File: src/rtl/lut_regfile_ctrl.sv
// -----------------------------------------------------------------------------
// lut_regfile_ctrl
//   Lookup register block: d_in is staged in a hold register, committed to a
//   DEPTH-entry register file at address d_in[ADDR_W-1:0], and read back to
//   d_out. A clear_all command starts a multi-cycle sweep that zeroes one entry
//   per cycle while busy is high.
//
// Ports
//   clk         clock, all logic on posedge
//   rst         synchronous active-high reset
//   write_en    commit hold register to entry d_in[ADDR_W-1:0]
//   save_data   load d_in into hold register
//   show_reg    read entry d_in[ADDR_W-1:0] to d_out
//   clear_all   start the clear sweep
//   d_in        data (save) or address (write/show)
//   d_out       last shown value (registered)
//   show_valid  one-cycle strobe, d_out updated this cycle
//   busy        high while the clear sweep is in progress
//
// Configuration
//   LUT_ACCUM_EN  when defined, write_en adds hold into the addressed entry
//                 (modulo 2**DATA_W) instead of overwriting it.
// -----------------------------------------------------------------------------
module lut_regfile_ctrl #(
    parameter int unsigned DATA_W = 8,
    parameter int unsigned ADDR_W = 4,
    parameter int unsigned DEPTH  = 16
) (
    input  logic              clk,
    input  logic              rst,
    input  logic              write_en,
    input  logic              save_data,
    input  logic              show_reg,
    input  logic              clear_all,
    input  logic [DATA_W-1:0] d_in,
    output logic [DATA_W-1:0] d_out,
    output logic              show_valid,
    output logic              busy
);

    localparam int unsigned PTR_W = (DEPTH > 1) ? $clog2(DEPTH) : 1;
    localparam logic [ADDR_W:0] DEPTH_L = (ADDR_W + 1)'(DEPTH);
    localparam logic [PTR_W-1:0] LAST_PTR = PTR_W'(DEPTH - 1);

    typedef enum logic {
        ST_IDLE  = 1'b0,
        ST_CLEAR = 1'b1
    } state_e;

    state_e             state_q;
    logic [PTR_W-1:0]   ptr_q;
    logic [DATA_W-1:0]  hold_q;
    logic [DATA_W-1:0]  mem_q [DEPTH];

    logic [ADDR_W-1:0]  addr_c;
    logic               in_range_c;
    logic [DATA_W-1:0]  wdata_c;

    // Address decode and range check shared by write and show
    assign addr_c     = d_in[ADDR_W-1:0];
    assign in_range_c = ({1'b0, addr_c} < DEPTH_L);

    // Value committed by write_en
    always_comb begin
        wdata_c = hold_q;
`ifdef LUT_ACCUM_EN
        if (in_range_c) begin
            wdata_c = mem_q[addr_c] + hold_q;
        end
`endif
    end

    // Control FSM, register file, hold and output registers
    always_ff @(posedge clk) begin
        if (rst) begin
            state_q    <= ST_IDLE;
            ptr_q      <= '0;
            hold_q     <= '0;
            d_out      <= '0;
            show_valid <= 1'b0;
            busy       <= 1'b0;
            for (int i = 0; i < int'(DEPTH); i++) begin
                mem_q[i] <= '0;
            end
        end else begin
            show_valid <= 1'b0;
            case (state_q)
                ST_IDLE: begin
                    // Priority: clear_all > write_en > save_data > show_reg
                    if (clear_all) begin
                        state_q <= ST_CLEAR;
                        ptr_q   <= '0;
                        busy    <= 1'b1;
                    end else if (write_en) begin
                        if (in_range_c) begin
                            mem_q[addr_c] <= wdata_c;
                        end
                    end else if (save_data) begin
                        hold_q <= d_in;
                    end else if (show_reg) begin
                        d_out      <= in_range_c ? mem_q[addr_c] : '0;
                        show_valid <= 1'b1;
                    end
                end
                ST_CLEAR: begin
                    // One entry per cycle; commands are ignored here
                    mem_q[ptr_q] <= '0;
                    if (ptr_q == LAST_PTR) begin
                        state_q <= ST_IDLE;
                        busy    <= 1'b0;
                    end else begin
                        ptr_q <= ptr_q + PTR_W'(1);
                    end
                end
                default: begin
                    state_q <= ST_IDLE;
                    busy    <= 1'b0;
                end
            endcase
        end
    end

endmodule

File: config.mk
export PLATFORM = sky130hd
export DESIGN_NAME = lut_regfile_ctrl
export DESIGN_NICKNAME = d
export VERILOG_FILES = /design/src/rtl/lut_regfile_ctrl.sv
export SDC_FILE = /design/constraint.sdc
export NUM_CORES = 1
export LEC_CHECK = 0
export ABC_CLOCK_PERIOD_IN_PS = 3420
export BUFFER_PORTS_ARGS = -buffer_cell sky130_fd_sc_hd__buf_2
export CORE_ASPECT_RATIO = 0.5
export CORE_MARGIN = 2
export CORE_UTILIZATION = 40
export CTS_CLUSTER_SIZE = 30
export DETAILED_ROUTE_END_ITERATION = 10
export PLACE_DENSITY = 0.63
export SETUP_SLACK_MARGIN = 0.3
export SYNTH_ARGS = -nofsm -noshare
export SYNTH_HDL_FRONTEND = slang
export SYNTH_SLANG_ARGS = --single-unit
File: constraint.sdc
create_clock -name clk -period 3.42 [get_ports clk]
set_input_delay 0.342 -clock clk [delete_from_list [all_inputs] [get_ports clk]]
set_output_delay 0.342 -clock clk [all_outputs]
set_load 0.02 [all_outputs]
==> results.md, run 1 <==
* Outcome: complete, no violations
* Sequential fraction of the synthesis area at between 60 and 70%
* EDFF count, synth at ~130
* Clock power share at about 44%
* Core Area at approximately 16,000 um2
* CP Launch Type: flip-flop
* Root buffer cell: clkbuf_16
* DR DRC count at 0
* Post-layout minimum cycle time at 2653 ps
* CTS tree: yes
* Main synth FF type: edfxtp_1
* Switching portion of total power at a little under a quarter
* Sink Count at roughly 150
* Sw Pwr at 0.0009674 W
* Dpl ws at ~680 ps
* Synthesis Warnings at 0
* Worst hold endpoint: hold_q[5]$_SDFFE_PP0P_
* Final Hold Viols at 0
* Max_slew headroom at roughly 37%
* Clock buffer count from CTS at 17
* GP Congestion at between 0.8 and 0.9
* Syn Area/Cell at 13.39 um2
* Critical path arrival at 2730 ps
* Vias/cell at around 5.5
* Hold Crit Class: primary input to flip-flop
* Power share of the combinational group at between 6 and 7%
* Syn_nets at between 500 and 600
* Finished Layout Cells at 758
* Critical path fanouts, max at 16
* Reg power frac at 49.4%
* Post-CTS setup buffer count at 0
* Iteration-0 DRC Markers at 449
* Pin count of the biggest net entering global routing at 39
* RSZ-0062 raised after global routing: false
* R2R setup slack at roughly 770 ps
* Final instance area at roughly 7600 um2
* Placed Instances at between 700 and 800
* CP Data Required Time at 3490 ps
* Final HPWL DP at 10,840 um
* Worst-Skew Late Latency at between 400 and 500 ps
* Crit Reg-Reg Endpoint: mem_q[11][6]$_SDFFCE_PN0P_
* Antenna-violating nets left at 0
* Unique masters post-synth at 43
* Setup WS post-layout at between 700 and 800 ps
* P_int at about 0.0033 W
* Cts hold-fix bufs at 0
* Die X at 186.8 um
* DR pass1 iterations at 5
* Final net count at between 500 and 600
* Routed WL at approximately 16,000 um
* CP Class: flip-flop to flip-flop
* Setup total negative slack at 0 ps
* R2R Path Start: state_q$_SDFF_PP0_
* PwrDens at between 500 and 600 nW/um2
* Placed cell area at between 6000 and 7000 um2
* H-tree Lvls at 4
* Port Buffer Count at 23
* Max-Cap Viols at 0
* Clock Skew at 7.261 ps
* Period utilisation layout at 77.58%
* Via Count at 4,144
* Startpoint of the worst hold path: d_in[5]
* Final setup violating endpoints at 0
* Die area at around 18,000 um2
* Post-CTS sizing at 0
* Reg2reg path depth at 4
* Fraction of layout instances using a drive strength above 1 at 20.72%
* Longest Clk Path Bufs at 2
* Synthesized area at around 6700 um2
* # diodes at 0
* Core Util, Final at between 40 and 50%
* DIE HEIGHT at 95.40 um
* Antenna violations before repair at 0
* Max-slew violations at 0
* Initial Utilization at around 40%
* Synth-to-Final Area Change at 13.41%
* Vias in the first global route at roughly 3,900
* Ports at 24
* Gate Count Post-Synth at around 500
* LEAKAGE at 2.542 nW
* Register bit total from synthesis at 151
* Worst VDD drop at around 0.41 mV
* Max Clk Rate at roughly 380 MHz
* CTS clk-pin slew, worst paths at ~60 ps
* CP Capture Type: flip-flop
* Global-route wire length before repair at 23,930 um
* DR WL/cell at 21.17 um
* Worst-margin pin slew at ~950 ps
* # rows at 33
* Async set-or-reset flop fraction in the synthesized netlist at 0%
* Total track usage at between 10% and 20%
* Hold depth at 3
* Total gr overflow at 0
logic make-up after synthesis:
family                   after synthesis  share of synthesized area, %
buffers and inverters                 31                         2.078
flip-flops                           151                         64.41
adder cells (fa/ha/maj)                1                        0.1872
AO/OA/AOI/OAI                         35                         3.876
multiplexers                          54                         13.35
AND/OR/NAND/NOR                      227                         16.10
routing by layer:
metal	share of wire, %	vias up	GRT usage (%)	wire length, um
li1	-	1877	-	-
met3	11	13	5.006	1739
met5	0	-	0	0
met4	1.0	0	5.357	167
met1	47	2031	28.72	7524
met2	41	223	26.86	6617
flip-flops by register name, summed over array words and instances, names as in the netlist:
| name | count |
|---|---|
| hold_q | 8 |
| ptr_q | 4 |
| show_valid | 1 |
| busy | 1 |
| d_out | 8 |
| mem_q | 128 |
| state_q | 1 |
synthesized netlist by cell type (5+ instances only):
| library cell | instances | area [um2] |
|---|---|---|
| clkbuf_1 | 13 | 48.80 |
| mux2i_1 | 25 | 250.2 |
| a22o_1 | 5 | 43.79 |
| a22oi_1 | 7 | 52.55 |
| dfxtp_1 | 23 | 460.4 |
| buf_2 | 12 | 60.06 |
| nand2b_1 | 18 | 112.6 |
| nand2_1 | 32 | 120.1 |
| nand3_2 | 16 | 160.2 |
| mux4_2 | 27 | 608.1 |
| a21oi_1 | 10 | 50.05 |
| nor2_1 | 135 | 506.7 |
| edfxtp_1 | 128 | 3844 |
worst max-delay path, cell delays in order (launching register included):
cell and delay (ps):
dfxtp_1 590, nand2b_1 430, mux2i_1 610, nand3_2 280, nand2b_1 390
per-stage QoR:
stage | total power (W) | hold WS (ps)
floorplan | 0.002303 | 436.6
global placement | 0.002392 | 441.7
detailed placement | 0.002392 | 446.9
CTS | 0.004235 | 155.5
global route | 0.004347 | 161.8
finish | 0.004230 | 160.2
power by group through the flow:
stage	Combinational (W)	Sequential (W)	Clock, W
2_1_floorplan	0.000191	0.00211	0
3_3_place_gp	0.000265	0.00213	0
3_5_place_dp	0.000266	0.00213	0
4_1_cts	0.000267	0.00209	0.00188
5_1_grt	0.000286	0.00209	0.00197
6_report	0.000267	0.00209	0.00187
how the worst max path moves through the flow:
stage,end,cells past startpoint,startpoint
6_report,mem_q[11][6]$_SDFFCE_PN0P_,4,state_q$_SDFF_PP0_
3_3_place_gp,mem_q[6][6]$_SDFFCE_PN0P_,5,rst
5_1_grt,mem_q[11][0]$_SDFFCE_PN0P_,4,state_q$_SDFF_PP0_
2_1_floorplan,mem_q[15][0]$_SDFFCE_PN0P_,6,rst
3_5_place_dp,mem_q[6][3]$_SDFFCE_PN0P_,5,rst
4_1_cts,mem_q[11][3]$_SDFFCE_PN0P_,4,state_q$_SDFF_PP0_
placed cells by master, fill, tap and decap left out, drive strengths merged, types with 2 or more instances in the layout:
master / count
nor2: 136
edfxtp: 128
nand2: 32
mux4: 27
buf: 27
mux2i: 26
dfxtp: 23
clkbuf: 20
nand3: 20
nand2b: 18
a21oi: 12
inv: 8
a22oi: 7
a22o: 5
nor3: 4
a32oi: 4
nand4: 4
a31o: 3
clkinvlp: 3
clkinv: 3
nor4bb: 2
nor2b: 2
bufinv: 2
area by class of cell:
cell class | count | area [um2]
Fill cell | 1485 | 8772
Sequential cell | 151 | 4304
Multi-Input combinational cell | 317 | 2240
Clock buffer | 20 | 446.7
Tap cell | 227 | 284.0
Timing Repair Buffer | 27 | 145.1
Clock inverter | 12 | 143.9
Inverter | 4 | 15.01
Power figures use the tool's default switching activity.
==> run 2: changes to the inputs <==
--- a/config.mk
+++ b/config.mk
@@ -5,7 +5,7 @@
 export SDC_FILE = /design/constraint.sdc
 export NUM_CORES = 1
 export LEC_CHECK = 0
-export ABC_CLOCK_PERIOD_IN_PS = 3420
+export ABC_CLOCK_PERIOD_IN_PS = 2700
 export BUFFER_PORTS_ARGS = -buffer_cell sky130_fd_sc_hd__buf_2
 export CORE_ASPECT_RATIO = 0.5
 export CORE_MARGIN = 2
==> constraint.sdc (replaced) <==
create_clock -name clk -period 2.7 [get_ports clk]
set_input_delay 0.27 -clock clk [delete_from_list [all_inputs] [get_ports clk]]
set_output_delay 0.27 -clock clk [all_outputs]
set_load 0.02 [all_outputs]
==> run 2 against run 1 <==
Core utilization up 1.2 points. Non-clock buffer count grew 28. Global-route usage up 0.58 points. Die area is the same. Highest routed layer unchanged.
==> results.md, run 2 (synthesis gave the netlist of run 1 again) <==
* DR pass1 iterations at 5
* Worst VDD drop at approximately 0.35 mV
* CP Launch Type: flip-flop
* Final instance area at 7772 um2
* Worst-Skew Late Latency at 420 ps
* Placed cell area at slightly above 7000 um2
* GP Congestion at about 0.8
* Synth-to-Final Area Change at 16.31%
* DIE HEIGHT at roughly 95 um
* Most flops, register: mem_q
* Critical path, cell by cell: nand2b_1 > mux2_2 > nand3_2 > nand2b_1
* Hold Crit Class: primary input to flip-flop
* DR WL/cell at 20.78 um
* Iteration-0 DRC Markers at 499
* # diodes at 0
* Via Count at 4,239
* Period utilisation layout at 84.37%
* Worst-margin pin slew at 578.3 ps
* Max-Cap Viols at 0
* H-tree Lvls at 4
* Fraction of layout instances using a drive strength above 1 at approximately a quarter
* Critical path fanouts, max at 10
* Die area at between 15,000 and 20,000 um2
* Root buffer cell: clkbuf_16
* Clock Skew at between 8 and 9 ps
* Biggest regs: mem_q (128), d_out (8), hold_q (8)
* Max reg flops at 128
* CP Data Required Time at roughly 2800 ps
* Die X at ~190 um
* Total track usage at about a fifth
* Initial Utilization at 40.87%
* Core Area at about 16,000 um2
* Power share of the combinational group at under 10%
* Filler instances at between 1,000 and 1,500
* Switching portion of total power at a little under a quarter
* Buf/Inv on CP at 0
* CP max stage delay at approximately 500 ps
* Ports at 24
* Post-layout minimum cycle time at about 2300 ps
* Sink Count at ~150
* Cts hold-fix bufs at 0
* Longest Clk Path Bufs at 2
* CTS clk-pin slew, worst paths at about 60 ps
* RSZ-0062 raised after global routing: false
* Max-slew violations at 0
* Critical path arrival at roughly 2400 ps
* # rows at 33
* Max_slew headroom at about three fifths
* Most numerous cell on the critical path: nand2b_1
* Vias/cell at ~5.4
* Commonest non-fill, non-tap cells in the layout: 135 x nor2_1, 128 x edfxtp_1, 32 x nand2_1
* Final net count at between 500 and 600
* LEAKAGE at 2.652 nW
* PwrDens at around 680 nW/um2
* Commonest non-fill, non-tap cell in the layout: nor2_1
* CTS tree: yes
* Outcome: complete, no violations
* P_int at between 0.004 and 0.005 W
* Final setup violating endpoints at 0
* Slowest stage cell, crit path: mux2_2
* Max Clk Rate at roughly 440 MHz
* Final HPWL DP at roughly 11,000 um
* Clock buffer count from CTS at 17
* Antenna violations before repair at 0
* Global-route wire length before repair at around 25,000 um
* Largest delay share family, worst path: simple AND/OR/NAND/NOR gates
* CP Capture Type: flip-flop
* Setup total negative slack at 0 ps
* Pin count of the biggest net entering global routing at 23
* DR DRC count at 0
* Clock power share at between 40% and 50%
* Port Buffer Count at 23
* Routed WL at ~16,000 um
* CP Class: flip-flop to flip-flop
* Vias in the first global route at just over 4,000
* Sw Pwr at around 0.0012 W
* Reg power frac at about half
* Total gr overflow at 0
* Final Hold Viols at 0
* Antenna-violating nets left at 0
==> run 2: area by class of cell <==
class / instances / area (um2) / area share (%)
timing repair buffer: 55 / 367.9 / 4.733
tap: 227 / 284.0 / 3.654
clock inverter: 14 / 125.1 / 1.610
inverter: 4 / 15.01 / 0.1932
clock buffer: 18 / 429.2 / 5.522
sequential: 151 / 4304 / 55.38
multi-input combinational: 317 / 2247 / 28.91
==> run 2: worst min-delay path: cells and delay by family <==
family / cells / cell delay, ps
AND/OR/NAND/NOR: 1 / 50
AO/OA/AOI/OAI: 1 / 50
buffers and inverters: 1 / 100
==> run 2: final timing paths <==
path                                              from                         end  slack [ps]  cells past startpoint
worst max register to register      state_q$_SDFF_PP0_  mem_q[14][0]$_SDFFCE_PN0P_         420                      4
worst min-delay path                           d_in[6]      hold_q[6]$_SDFFE_PP0P_          80                      3
worst max-delay path                state_q$_SDFF_PP0_  mem_q[14][0]$_SDFFCE_PN0P_         420                      4
worst min register to register  hold_q[0]$_SDFFE_PP0P_      hold_q[0]$_SDFFE_PP0P_         450                      2
==> run 2: per-stage QoR <==
| step | power [W] | hold slack, ps | setup WS, ps | util, % | cells |
|---|---|---|---|---|---|
| after floorplan | 0.002917 | 406.0 | 691.7 | - | 499 |
| after global placement | 0.003041 | 441.5 | 389.3 | 43.84 | 750 |
| after detailed placement | 0.003045 | 448.3 | 329.7 | 43.84 | 750 |
| after CTS | 0.005259 | 73.31 | 303.3 | 47.23 | 782 |
| after global routing | 0.005394 | 92.25 | 301.4 | 47.54 | 786 |
| final | 0.005252 | 82.28 | 422.0 | 47.54 | 786 |
==> run 2: repair_timing <==
action	in CTS	in global routing
setup endpoints to repair	0	48
setup buffers	0	4
gates resized for setup	0	3
==> run 2: metal layers <==
layer  GRT usage [%]  routed length (um)  vias up
met2           28.62                7028      212
met1           28.67                7444     2068
met4           6.548                 250        0
li1                -                   -     1939
met5               0                   0        -
met3           4.858                1612       20
==> run 2: power groups by stage <==
stage	clock [W]	sequential, W	combinational, W
3_5_place_dp	0	0.00269	0.000354
4_1_cts	0.00226	0.00264	0.000355
2_1_floorplan	0	0.00267	0.000242
3_3_place_gp	0	0.00269	0.000352
6_report	0.00225	0.00264	0.000364
5_1_grt	0.00235	0.00265	0.000392
